<file path="config.mk">
export PLATFORM = sky130hd
export DESIGN_NAME = mips_cpu_hilo_unit
export DESIGN_NICKNAME = d
export VERILOG_FILES = /design/src/rtl/mips_cpu_hilo_unit.sv
export SDC_FILE = /design/constraint.sdc
export NUM_CORES = 1
export LEC_CHECK = 0
export ABC_AREA = 1
export BUFFER_PORTS_ARGS = -buffer_cell sky130_fd_sc_hd__buf_2
export CAP_MARGIN = 10
export CORE_MARGIN = 8
export CORE_UTILIZATION = 40
export CTS_CLUSTER_DIAMETER = 50
export CTS_CLUSTER_SIZE = 30
export DETAILED_ROUTE_END_ITERATION = 8
export SLEW_MARGIN = 20
export SYNTH_ARGS = -nofsm -noshare
export SYNTH_HDL_FRONTEND = slang
export SYNTH_SLANG_ARGS = --single-unit
</file>
<file path="constraint.sdc">
create_clock -name i_clk -period 3.4 [get_ports i_clk]
set_clock_uncertainty 0.15 [all_clocks]
set_input_delay 0.17 -clock i_clk [delete_from_list [all_inputs] [get_ports i_clk]]
set_output_delay 0.17 -clock i_clk [all_outputs]
set_load 0.02 [all_outputs]
</file>
<file path="src/rtl/mips_cpu_hilo_unit.sv">
// mips_cpu_hilo_unit: iterative radix-2 MULT/MULTU/DIV/DIVU with architectural HI/LO registers
module mips_cpu_hilo_unit (
    input  logic        i_clk,
    input  logic        i_reset,
    input  logic        i_start,
    input  logic [1:0]  i_op,
    input  logic [31:0] i_a,
    input  logic [31:0] i_b,
    input  logic        i_hi_we,
    input  logic        i_lo_we,
    input  logic [31:0] i_wdata,
    output logic        o_busy,
    output logic        o_done,
    output logic [31:0] o_hi,
    output logic [31:0] o_lo
);
    typedef enum logic [1:0] {IDLE, RUN, FIN} state_t;
    state_t      r_state, w_next;
    logic [5:0]  r_cnt;
    logic [63:0] r_p;
    logic [31:0] r_d, r_araw, r_hi, r_lo;
    logic        r_div, r_dz, r_neg_q, r_neg_r, r_done;
    logic        w_sgn, w_ge;
    logic [31:0] w_abs_a, w_abs_b, w_diff, w_quo, w_rem, w_res_hi, w_res_lo;
    logic [32:0] w_sum, w_rs;
    logic [63:0] w_step, w_prod;
    assign w_sgn   = ~i_op[0];
    assign w_abs_a = (w_sgn & i_a[31]) ? -i_a : i_a;
    assign w_abs_b = (w_sgn & i_b[31]) ? -i_b : i_b;
    // r_p is {upper, lower}: product accumulator for multiply, {remainder, dividend/quotient} for divide
    assign w_sum   = {1'b0, r_p[63:32]} + (r_p[0] ? {1'b0, r_d} : 33'd0);
    assign w_rs    = r_p[63:31];
    assign w_ge    = w_rs >= {1'b0, r_d};
    assign w_diff  = w_rs[31:0] - r_d;
    assign w_step  = r_div ? (w_ge ? {w_diff, r_p[30:0], 1'b1} : {w_rs[31:0], r_p[30:0], 1'b0})
                           : {w_sum, r_p[31:1]};
    assign w_prod  = r_neg_q ? -r_p : r_p;
    assign w_quo   = r_neg_q ? -r_p[31:0] : r_p[31:0];
    assign w_rem   = r_neg_r ? -r_p[63:32] : r_p[63:32];
    assign w_res_hi = r_div ? (r_dz ? r_araw : w_rem) : w_prod[63:32];
    assign w_res_lo = r_div ? (r_dz ? 32'hFFFF_FFFF : w_quo) : w_prod[31:0];
    always_comb begin
        w_next = r_state;
        case (r_state)
            IDLE:    w_next = i_start ? RUN : IDLE;
            RUN:     w_next = (r_cnt == 6'd31) ? FIN : RUN;
            default: w_next = IDLE;
        endcase
    end
    always_ff @(posedge i_clk or negedge i_reset) begin
        if (!i_reset) r_state <= IDLE;
        else          r_state <= w_next;
    end
    always_ff @(posedge i_clk or negedge i_reset) begin
        if (!i_reset) begin
            r_cnt   <= '0;
            r_p     <= '0;
            r_d     <= '0;
            r_araw  <= '0;
            r_hi    <= '0;
            r_lo    <= '0;
            r_div   <= 1'b0;
            r_dz    <= 1'b0;
            r_neg_q <= 1'b0;
            r_neg_r <= 1'b0;
            r_done  <= 1'b0;
        end else begin
            r_done <= (r_state == FIN);
            case (r_state)
                IDLE: begin
                    if (i_hi_we) r_hi <= i_wdata;
                    if (i_lo_we) r_lo <= i_wdata;
                    if (i_start) begin
                        r_div   <= i_op[1];
                        r_dz    <= i_op[1] & (i_b == 32'd0);
                        r_araw  <= i_a;
                        r_neg_q <= w_sgn & (i_a[31] ^ i_b[31]);
                        r_neg_r <= w_sgn & i_a[31];
                        r_cnt   <= '0;
                        r_d     <= i_op[1] ? w_abs_b : w_abs_a;
                        r_p     <= {32'd0, i_op[1] ? w_abs_a : w_abs_b};
                    end
                end
                RUN: begin
                    r_p   <= w_step;
                    r_cnt <= r_cnt + 6'd1;
                end
                default: begin
                    r_hi <= w_res_hi;
                    r_lo <= w_res_lo;
                end
            endcase
        end
    end
    assign o_busy = (r_state != IDLE);
    assign o_done = r_done;
    assign o_hi   = r_hi;
    assign o_lo   = r_lo;
endmodule

</file>
==> flow_summary.ini <==
[clock_tree]
cts_setup_buffers = 0
clk_pin_slew_ns = 0.06
cts_made_buffers = 35
insertion_delay_ns = 0.56
root_buffer = clkbuf_16
cts.htree.levels = 2
cts.sinks = 205
cts_buffer_depth = 3
cts_tree = done

[worst_setup_path]
crit_top_cell = dlygate4sd3_1
crit_cells = 8
worstSetupPathType = reg2reg
cp.buffers_inverters = 3
cp-start-kind = register
worstPathArrival_ns = 3.51
cp_slowest_stage_delay_ns = 0.60
cp_data_required_time_ns = 3.71
r2r_cells = 8
crit_fanout = 16
slowest_stage = dlygate4sd3_1
worstSetupEndpointType = register
cp_top_family = buffers and inverters
worstPathCellList = nor2_4 -> nand2_4 -> nor2_1 -> buf_4 -> nand4_1 -> dlygate4sd3_1 -> o41ai_1 -> dlygate4sd3_1

[grt]
antenna_found_initial = 1
grt_pass1_vias = 22600
grt_start_max_net_pins = 90
grt_use_total_pct = 32.7
grt_pass1_wl_um = 147000
grt.overflow.total = 0

[power_and_ir_drop]
power.switching_uw = 16300
ir_drop_v = 0.000553
p_comb_share_pct = 68.9
power_frac_clock_pct = 12.4
power_switching_share_pct = 58.1
p_seq_share_pct = 18.7
p_per_area_mw_per_mm2 = 1160
p_int_uw = 11700
leakage_uw = 0.0124

[finish]
drive_above_1_share_pct = 9.73
mostFrequentLayoutCells = 1190 x nand2_1, 449 x inv_1, 390 x nor2_1, 315 x nand3_1
area.growth.synth_to_final_pct = 17.9
fin_nets = 3940
n_antenna_cell = 0
layout_commonest_cell = nand2_1

[floorplan]
core_sq_mm = 0.0511
initial_core_util_pct = 40.2
ios = 169
rows = 83
die_width_um = 243
fp.dieH_um = 243
die_area_sq_mm = 0.0589

[logic_synthesis]
yosysWarnings = 0
syn_area_sq_mm = 0.0206
synth_nets = 3717
synth_ff_type = dfrtp_1
syn_inst = 3543
ys_async_sr_fraction_pct = 100
synth_cell_types = 53
avgSynthCellArea_sq_um = 5.80
ys_ff_latch = 205
seq_area_frac_synth_pct = 25.0
synth_edf_count = 0

[outcome]
outcome = finished clean

[route]
wl_per_cell_um = 22.3
drt_wl_total_um = 99800
drtIter0Drc = 2857
remaining_drc_errors = 0
via_per_inst = 5.49
vias = 24600
firstDrtPassIters = 6
ant_nets = 0

[timing]
relSlewSlack_pct = 37.6
tightest_slew_ns = 0.926
maxSlewViolCount = 0
min_period_over_period_pct = 94.0
fmax_mhz = 313
hold_violations = 0
tns_ns = 0
setup_violations = 0
setup_ws_ns = 0.202
rsz0062_at_grt = no
min_period_ns = 3.20

[hold_path]
hold_depth = 5
holdCritPathClass = in2reg

[place]
place_congestion = 1.07
hpwl_um = 80900
place_ws_ns = 0.297
place.port_buffers = 168

[job]
drv_cap = 0
final timing paths:
| kind | startpoint | slack [ns] | to |
|---|---|---|---|
| worst max register to register | r_state[1]$_DFF_PN0_ | 0.20 | r_dz$_DFFE_PN0P_ |
| max in group asynchronous | i_reset | 2.18 | r_d[31]$_DFFE_PN0P_ |
| worst max-delay path | r_state[1]$_DFF_PN0_ | 0.20 | r_dz$_DFFE_PN0P_ |
| worst min register to register | o_hi[11]$_DFFE_PN0P_ | 0.33 | o_hi[11]$_DFFE_PN0P_ |
| worst min-delay path | i_b[11] | 0.03 | r_d[11]$_DFFE_PN0P_ |
| min in group asynchronous | i_reset | 0.05 | o_hi[15]$_DFFE_PN0P_ |
cell type report:
| class | count | area (sq um) |
|---|---|---|
| Clock inverter | 18 | 151 |
| Fill cell | 5637 | 26900 |
| Sequential cell | 205 | 5130 |
| Clock buffer | 44 | 970 |
| Timing Repair Buffer | 318 | 2260 |
| Multi-Input combinational cell | 2745 | 13100 |
| Inverter | 461 | 1730 |
| Tap cell | 680 | 851 |
Yosys cell counts, types with 4 or more instances:
master / instances / area [sq um]
dfrtp_1: 205 / 5130
o21ai_0: 203 / 1020
nand2_2: 8 / 50.1
ha_1: 69 / 863
o21bai_1: 10 / 75.1
o21ai_1: 32 / 160
xnor2_1: 8 / 70.1
nand3b_1: 16 / 120
a31oi_1: 33 / 206
buf_6: 4 / 45.0
buf_1: 9 / 33.8
or2_2: 4 / 25.0
nand2_1: 1190 / 4470
a21oi_1: 196 / 981
nand3_1: 315 / 1580
a21boi_0: 5 / 37.5
and2_1: 5 / 31.3
clkbuf_1: 86 / 323
a22oi_1: 14 / 105
a21boi_1: 10 / 75.1
o211ai_1: 32 / 240
buf_2: 31 / 155
o21a_1: 6 / 45.0
nand3_2: 5 / 50.1
nand4_1: 37 / 231
o221ai_1: 7 / 61.3
nor3_1: 28 / 140
nor2_1: 390 / 1460
o31ai_1: 8 / 60.1
inv_1: 449 / 1690
xor2_1: 53 / 464
nor2_2: 32 / 200
inv_2: 10 / 37.5
flip-flops by register name (all words and copies together) (netlist names):
name,cells
r_neg_q,1
r_state,2
r_neg_r,1
r_cnt,6
o_hi,32
r_d,32
r_div,1
r_araw,32
r_p,64
o_lo,32
o_done,1
r_dz,1
routing by layer:
layer,vias to the layer above,wire (um),track usage (%)
li1,11800,-,-
met1,11400,45800,47.7
met2,1193,39700,46.0
met3,173,9520,6.72
met4,2,4760,13.5
met5,-,13,0
timing repair:
item,in CTS,in global routing
hold buffers,80,0
endpoints found under the setup margin,0,1
hold endpoints to repair,234,0
gates resized for setup,0,1
stage by stage:
| step | cells | hold WS (ns) | utilization, % | instance area (sq um) | power (uW) |
|---|---|---|---|---|---|
| final | 4471 | 0.0345 | 47.4 | 24200 | 28000 |
| after global routing | 4471 | 0.0232 | 47.4 | 24200 | 30200 |
| after CTS | 4471 | 0.00270 | 47.4 | 24200 | 27500 |
| after detailed placement | 4329 | 0.0805 | 43.7 | 22300 | 23900 |
| after global placement | 4329 | 0.0812 | 43.7 | 22300 | 24000 |
| after floorplan | 3543 | -0.276 | - | 20600 | 17200 |
logic make-up after synthesis:
family | count (synthesis) | synth area share, %
fa+ha+maj | 71 | 4.40
simple gates | 2045 | 41.4
flops | 205 | 25.0
xor+xnor | 61 | 2.60
compound gates | 568 | 15.4
buf+inv | 593 | 11.2
worst reg2reg max path, delay by kind of cell, from the launching register on:
family	cells	cell delay (ns)
buffers and inverters	3	1.43
flip-flops	1	0.48
AO/OA/AOI/OAI	1	0.36
AND/OR/NAND/NOR	4	0.68
power by group through the flow:
stage          Sequential (uW)  Combinational, uW  Clock (uW)
5_1_grt                   5310              21200        3620
6_report                  5240              19300        3460
2_1_floorplan             5000              12200           0
3_3_place_gp              5170              18800           0
3_5_place_dp              5180              18700           0
4_1_cts                   5140              18900        3510
Power figures use the tool's default switching activity.
